**config.mk**
```make
export PLATFORM = sky130hd
export DESIGN_NAME = addsub_serial
export DESIGN_NICKNAME = d
export VERILOG_FILES = /design/src/rtl/addsub_serial.sv
export SDC_FILE = /design/constraint.sdc
export NUM_CORES = 1
export LEC_CHECK = 0
export CAP_MARGIN = 20
export CORE_MARGIN = 2
export CORE_UTILIZATION = 45
export DETAILED_ROUTE_END_ITERATION = 6
export PLACE_DENSITY = 0.83
export RECOVER_POWER = 100
export SYNTH_ARGS = -nofsm -noshare
export SYNTH_HDL_FRONTEND = slang
export SYNTH_SLANG_ARGS = --single-unit
```
**constraint.sdc**
```tcl
create_clock -name clk -period 1.74 [get_ports clk]
set_input_delay 0.174 -clock clk [delete_from_list [all_inputs] [get_ports clk]]
set_output_delay 0.174 -clock clk [all_outputs]
set_load 0.05 [all_outputs]
```
**src/rtl/addsub_serial.sv**
```systemverilog
// ---------------------------------------------------------------------------
// addsub_serial
//
// Digit-serial adder/subtractor. Computes A+B or A-B over WIDTH bits, DIGIT
// bits per clock, through one carry-chained DIGIT-bit adder. A complete flag
// set (carry, signed overflow, zero, negative) is captured with the result.
//
// Handshakes (both directions): a transfer happens on a rising edge where
// valid and ready are both high. in_ready is high only in IDLE. out_valid is
// high only in DONE, and result/flags hold stable until out_ready is seen.
// Both ready/valid outputs are decoded from the state register only.
//
// Optional feature: define ADDSUB_SAT_EN to clamp an overflowing result to
// the most positive / most negative two's-complement value.
//
// Ports:
//   clk        clock, rising edge
//   rst        asynchronous active-high reset
//   in_valid   operand request          in_ready   operands accepted (IDLE)
//   op         0 = add, 1 = subtract    a, b       operands
//   out_valid  result valid (held)      out_ready  consumer accepts result
//   result     sum / difference         cout       carry out (sub: 1 = no borrow)
//   overflow   signed overflow          zero       result == 0
//   negative   result MSB               dbg_state  FSM state (IDLE/RUN/DONE)
// ---------------------------------------------------------------------------
module addsub_serial #(
  parameter int WIDTH = 8,
  parameter int DIGIT = 4
) (
  input  logic             clk,
  input  logic             rst,
  input  logic             in_valid,
  output logic             in_ready,
  input  logic             op,
  input  logic [WIDTH-1:0] a,
  input  logic [WIDTH-1:0] b,
  output logic             out_valid,
  input  logic             out_ready,
  output logic [WIDTH-1:0] result,
  output logic             cout,
  output logic             overflow,
  output logic             zero,
  output logic             negative,
  output logic [1:0]       dbg_state
);

  localparam int NDIG = WIDTH / DIGIT;
  localparam int CW   = (NDIG > 1) ? $clog2(NDIG) : 1;

  typedef enum logic [1:0] {
    S_IDLE = 2'd0,
    S_RUN  = 2'd1,
    S_DONE = 2'd2
  } state_t;

  state_t           state_q;
  logic [WIDTH-1:0] a_q;        // operand A, shifted right one digit per cycle
  logic [WIDTH-1:0] bx_q;       // effective operand (b or ~b), shifted likewise
  logic [WIDTH-1:0] acc_q;      // partial result, digits enter from the top
  logic             carry_q;
  logic [CW-1:0]    cnt_q;
  logic             a_msb_q;    // MSBs latched at accept for the overflow test
  logic             bx_msb_q;
  logic [WIDTH-1:0] result_q;
  logic             cout_q;
  logic             overflow_q;
  logic             zero_q;
  logic             negative_q;

  // Digit adder and next-state values
  logic [DIGIT:0]         dsum_d;
  logic [WIDTH+DIGIT-1:0] acc_cat_d;
  logic [WIDTH-1:0]       acc_d;
  logic [WIDTH-1:0]       final_d;
  logic                   ovf_d;
  logic                   last_d;

  always_comb begin
    dsum_d    = {1'b0, a_q[DIGIT-1:0]} + {1'b0, bx_q[DIGIT-1:0]}
              + {{DIGIT{1'b0}}, carry_q};
    // New digit goes in at the top, older digits move down one slot.
    acc_cat_d = {dsum_d[DIGIT-1:0], acc_q};
    acc_d     = acc_cat_d[WIDTH+DIGIT-1:DIGIT];
    last_d    = (cnt_q == CW'(NDIG - 1));
    // Signed overflow: operands share a sign that the result does not.
    ovf_d     = (a_msb_q == bx_msb_q) && (dsum_d[DIGIT-1] != a_msb_q);
`ifdef ADDSUB_SAT_EN
    if (ovf_d) begin
      final_d = a_msb_q ? {1'b1, {(WIDTH-1){1'b0}}} : {1'b0, {(WIDTH-1){1'b1}}};
    end else begin
      final_d = acc_d;
    end
`else
    final_d   = acc_d;
`endif
  end

  always_ff @(posedge clk or posedge rst) begin
    if (rst) begin
      state_q    <= S_IDLE;
      a_q        <= '0;
      bx_q       <= '0;
      acc_q      <= '0;
      carry_q    <= 1'b0;
      cnt_q      <= '0;
      a_msb_q    <= 1'b0;
      bx_msb_q   <= 1'b0;
      result_q   <= '0;
      cout_q     <= 1'b0;
      overflow_q <= 1'b0;
      zero_q     <= 1'b0;
      negative_q <= 1'b0;
    end else begin
      case (state_q)
        S_IDLE: begin
          if (in_valid) begin
            a_q      <= a;
            bx_q     <= op ? ~b : b;
            carry_q  <= op;       // +1 completes the two's complement of b
            cnt_q    <= '0;
            acc_q    <= '0;
            a_msb_q  <= a[WIDTH-1];
            bx_msb_q <= op ? ~b[WIDTH-1] : b[WIDTH-1];
            state_q  <= S_RUN;
          end
        end
        S_RUN: begin
          acc_q   <= acc_d;
          a_q     <= a_q >> DIGIT;
          bx_q    <= bx_q >> DIGIT;
          carry_q <= dsum_d[DIGIT];
          cnt_q   <= cnt_q + CW'(1);
          if (last_d) begin
            result_q   <= final_d;
            cout_q     <= dsum_d[DIGIT];
            overflow_q <= ovf_d;
            zero_q     <= (final_d == '0);
            negative_q <= final_d[WIDTH-1];
            state_q    <= S_DONE;
          end
        end
        S_DONE: begin
          if (out_ready) begin
            state_q <= S_IDLE;
          end
        end
        default: state_q <= S_IDLE;
      endcase
    end
  end

  assign in_ready  = (state_q == S_IDLE);
  assign out_valid = (state_q == S_DONE);
  assign result    = result_q;
  assign cout      = cout_q;
  assign overflow  = overflow_q;
  assign zero      = zero_q;
  assign negative  = negative_q;
  assign dbg_state = state_q;

endmodule

```
==> impl_metrics.csv <==
group,metric,value,unit
finish,fillers,334,
drt,avgRoutedWirePerCell,13.57,um
sta,fmax,518.2,MHz
finish,diodes,0,
synthesis,ys_ff_latch,37,
setup_path,start_kind,"flop",
drt,drt_first_pass_iters,5,
sta,finClkSkew,0.005347,ns
grt,grt_pass1_vias,1306,
finish,fin_nets,242,
clock_network,root_buffer,"clkbuf_8",
synthesis,synth_edf_count,0,
setup_path,cpPeakStageDelay,0.40,ns
power_and_ir_drop,leakage,1.035,nW
worst_hold_path,hp-class,"in2reg",
place,place_hpwl,2481,um
setup_path,cp_cell_sequence,"inv_2 > fa_2 > fa_2 > xor2_2 > nand3_1 > nor4_2 > a22o_1",
synthesis,ys_seq_area_share,53.31,%
drt,finalWirelength,3597,um
floorplanning,io_pins,37,
grt,overflow,0,
synthesis,synth_cells,169,
run,drv_cap,0,
setup_path,arrival,2.16,ns
drt,drtIter0Drc,50,
sta,setup_viol,1,
synthesis,yosys_warnings,0,
floorplanning,die_h,66.12,um
floorplanning,die_area,0.004372,mm2
sta,whs,0.4285,ns
setup_path,path_max_fanout,2,
finish,instances_no_fill,265,
sta,drv_slew,0,
grt,grt_max_degree,38,
synthesis,ys_async_sr_fraction,100.0,%
sta,hold_viol_final,0,
finish,layout_commonest_cell,"dfrtp_1",
sta,worst_pin_slew,0.8813,ns
place,placed_cells,255,
sta,finalCritPeriodShare,110.9,%
synthesis,ys_types,33,
place,io_buffers,36,
clock_network,cts.htree.levels,2,
status,outcome,"finished with violations",
finish,area_growth,33.07,%
place,dpl_cell_area,0.002216,mm2
clock_network,cts_buffer_depth,2,
sta,rsz0062_at_grt,"yes",
drt,drt.antenna.violating_nets,0,
finish,layout_common_cells,"dfrtp_1, nand2_1, clkdlybuf4s50_1",
floorplanning,std_cell_rows,22,
power_and_ir_drop,p_per_area,2160,mW/mm2
drt,via_count,1386,
sta,max-slew-margin-rel,41.25,%
clock_network,clock_sinks,37,
setup_path,cp-end-kind,"flop",
floorplanning,start_util,47.08,%
power_and_ir_drop,vdd_drop_max,0.0007378,V
floorplanning,core-area,0.003689,mm2
sta,worst_slack,-0.1897,ns
clock_network,cts_tree,"built",
clock_network,cts-buffers-inserted,5,
sta,period_needed,1.930,ns
grt,antenna_found_initial,0,
finish,drive_gt1_share,18.43,%
grt,grt_pass1_wl,5975,um
grt,grt_use_total,18.63,%
status,violations,"negative setup slack",
drt,via_per_inst,5.230,
place,place_congestion,0.8124,
floorplanning,die_x,66.12,um
synthesis,synthFlopType,"dfrtp_1",
setup_path,criticalPathCategory,"reg2reg",
finish,final_cell_area,0.002311,mm2
setup_path,crit_slowest_cell,"fa_2",
setup_path,required,1.97,ns
drt,drcViolationCount,0,
setup_path,cp_common_cell,"fa_2",
clock_network,clkTransAtPathRegs,0.07,ns
synthesis,avgSynthCellArea,10.28,um2
clock_network,insertion_delay,0.29,ns
synthesis,syn_area,0.001737,mm2
synthesis,syn_nets,195,
## report_power, final
| group | total, mW | switching [mW] | internal, mW |
|---|---|---|---|
| combinational | 2.76 | 1.65 | 1.10 |
| clock | 0.657 | 0.299 | 0.358 |
| sequential | 1.58 | 0.314 | 1.27 |
| total | 4.99 | 2.27 | 2.73 |
## critical path, delay by kind of cell, from the launching register on
family / cells / cell delay [ns]
XOR/XNOR: 1 / 0.16
AO/OA/AOI/OAI: 1 / 0.16
buffers and inverters: 1 / 0.05
adder cells (fa/ha/maj): 2 / 0.77
flip-flops: 1 / 0.37
AND/OR/NAND/NOR: 2 / 0.36
## synthesized netlist by cell type, types with 3 or more instances
master    n  area share [%]
xnor2_1   7             3.5
nor2_1   11             2.4
ha_1      3             2.2
nand3_1   8             2.3
nand2_1  30             6.5
mux2_2    4             2.6
inv_1     8             1.7
a31oi_1   4             1.4
o21ai_0  20             5.8
buf_2     5             1.4
a221o_1   4             2.3
dfrtp_1  37              53
## what timing repair did
action	in CTS	in global routing
setup endpoints to repair	2	8
pin swaps	1	3
buffers inserted	1	1
resized for setup	3	9
hold buffers	0	0
## sequential cells by signal (all words and copies together), names as in the netlist, 2 cells and up
register   cells
bx_q           8
result         8
acc_q          4
dbg_state      2
a_q            8
## area by class of cell
type	instances	area, um2	area share, %
well taps	48	60.06	2.599
multi-input cells	115	765.7	33.13
flip-flops and latches	37	925.9	40.06
inverters	8	30.03	1.299
clock inverters	1	5.005	0.2166
clock buffers	7	96.34	4.169
repair buffers	49	427.9	18.52
## path summary, 6_finish.rpt
kind | to | slack, ns | cells past startpoint | start
worst max register to register | zero | -0.19 | 7 | a_q[0]
worst min-delay path | a_q[5] | 0.43 | 3 | a[5]
worst min register to register | result[4] | 0.48 | 2 | result[4]
worst max-delay path | zero | -0.19 | 7 | a_q[0]
min in group asynchronous | a_q[0] | 0.59 | 3 | rst
max in group asynchronous | overflow | 0.61 | 3 | rst
## kinds of logic after synthesis
| group | share of synthesized area, % |
|---|---|
| mux | 2.593 |
| flops | 53.31 |
| buf+inv | 4.538 |
| compound gates | 14.34 |
| simple gates | 16.21 |
| fa+ha+maj | 4.467 |
| xor+xnor | 4.539 |
## stage by stage
step | setup slack [ns] | setup TNS (ns) | total power, mW | util, %
6_report | -0.1897 | -0.1897 | 4.992 | 62.65
5_1_grt | -0.2484 | -0.5225 | 5.338 | 62.65
4_1_cts | -0.1603 | -0.1603 | 5.057 | 63.74
3_5_place_dp | -0.2501 | -0.2501 | 4.271 | 60.07
3_3_place_gp | -0.1598 | -0.1598 | 4.193 | 60.07
2_1_floorplan | -0.08357 | -0.08357 | 3.419 | -
## routing by layer
layer | track usage (%) | vias to the layer above | share of wire, %
met5 | 0 | - | 0
met4 | 10.71 | 0 | 2.5
met3 | 3.578 | 8 | 3.9
met2 | 30.00 | 40 | 50
met1 | 23.30 | 671 | 44
li1 | - | 667 | -
No activity file was read; power rests on OpenSTA's default activity.
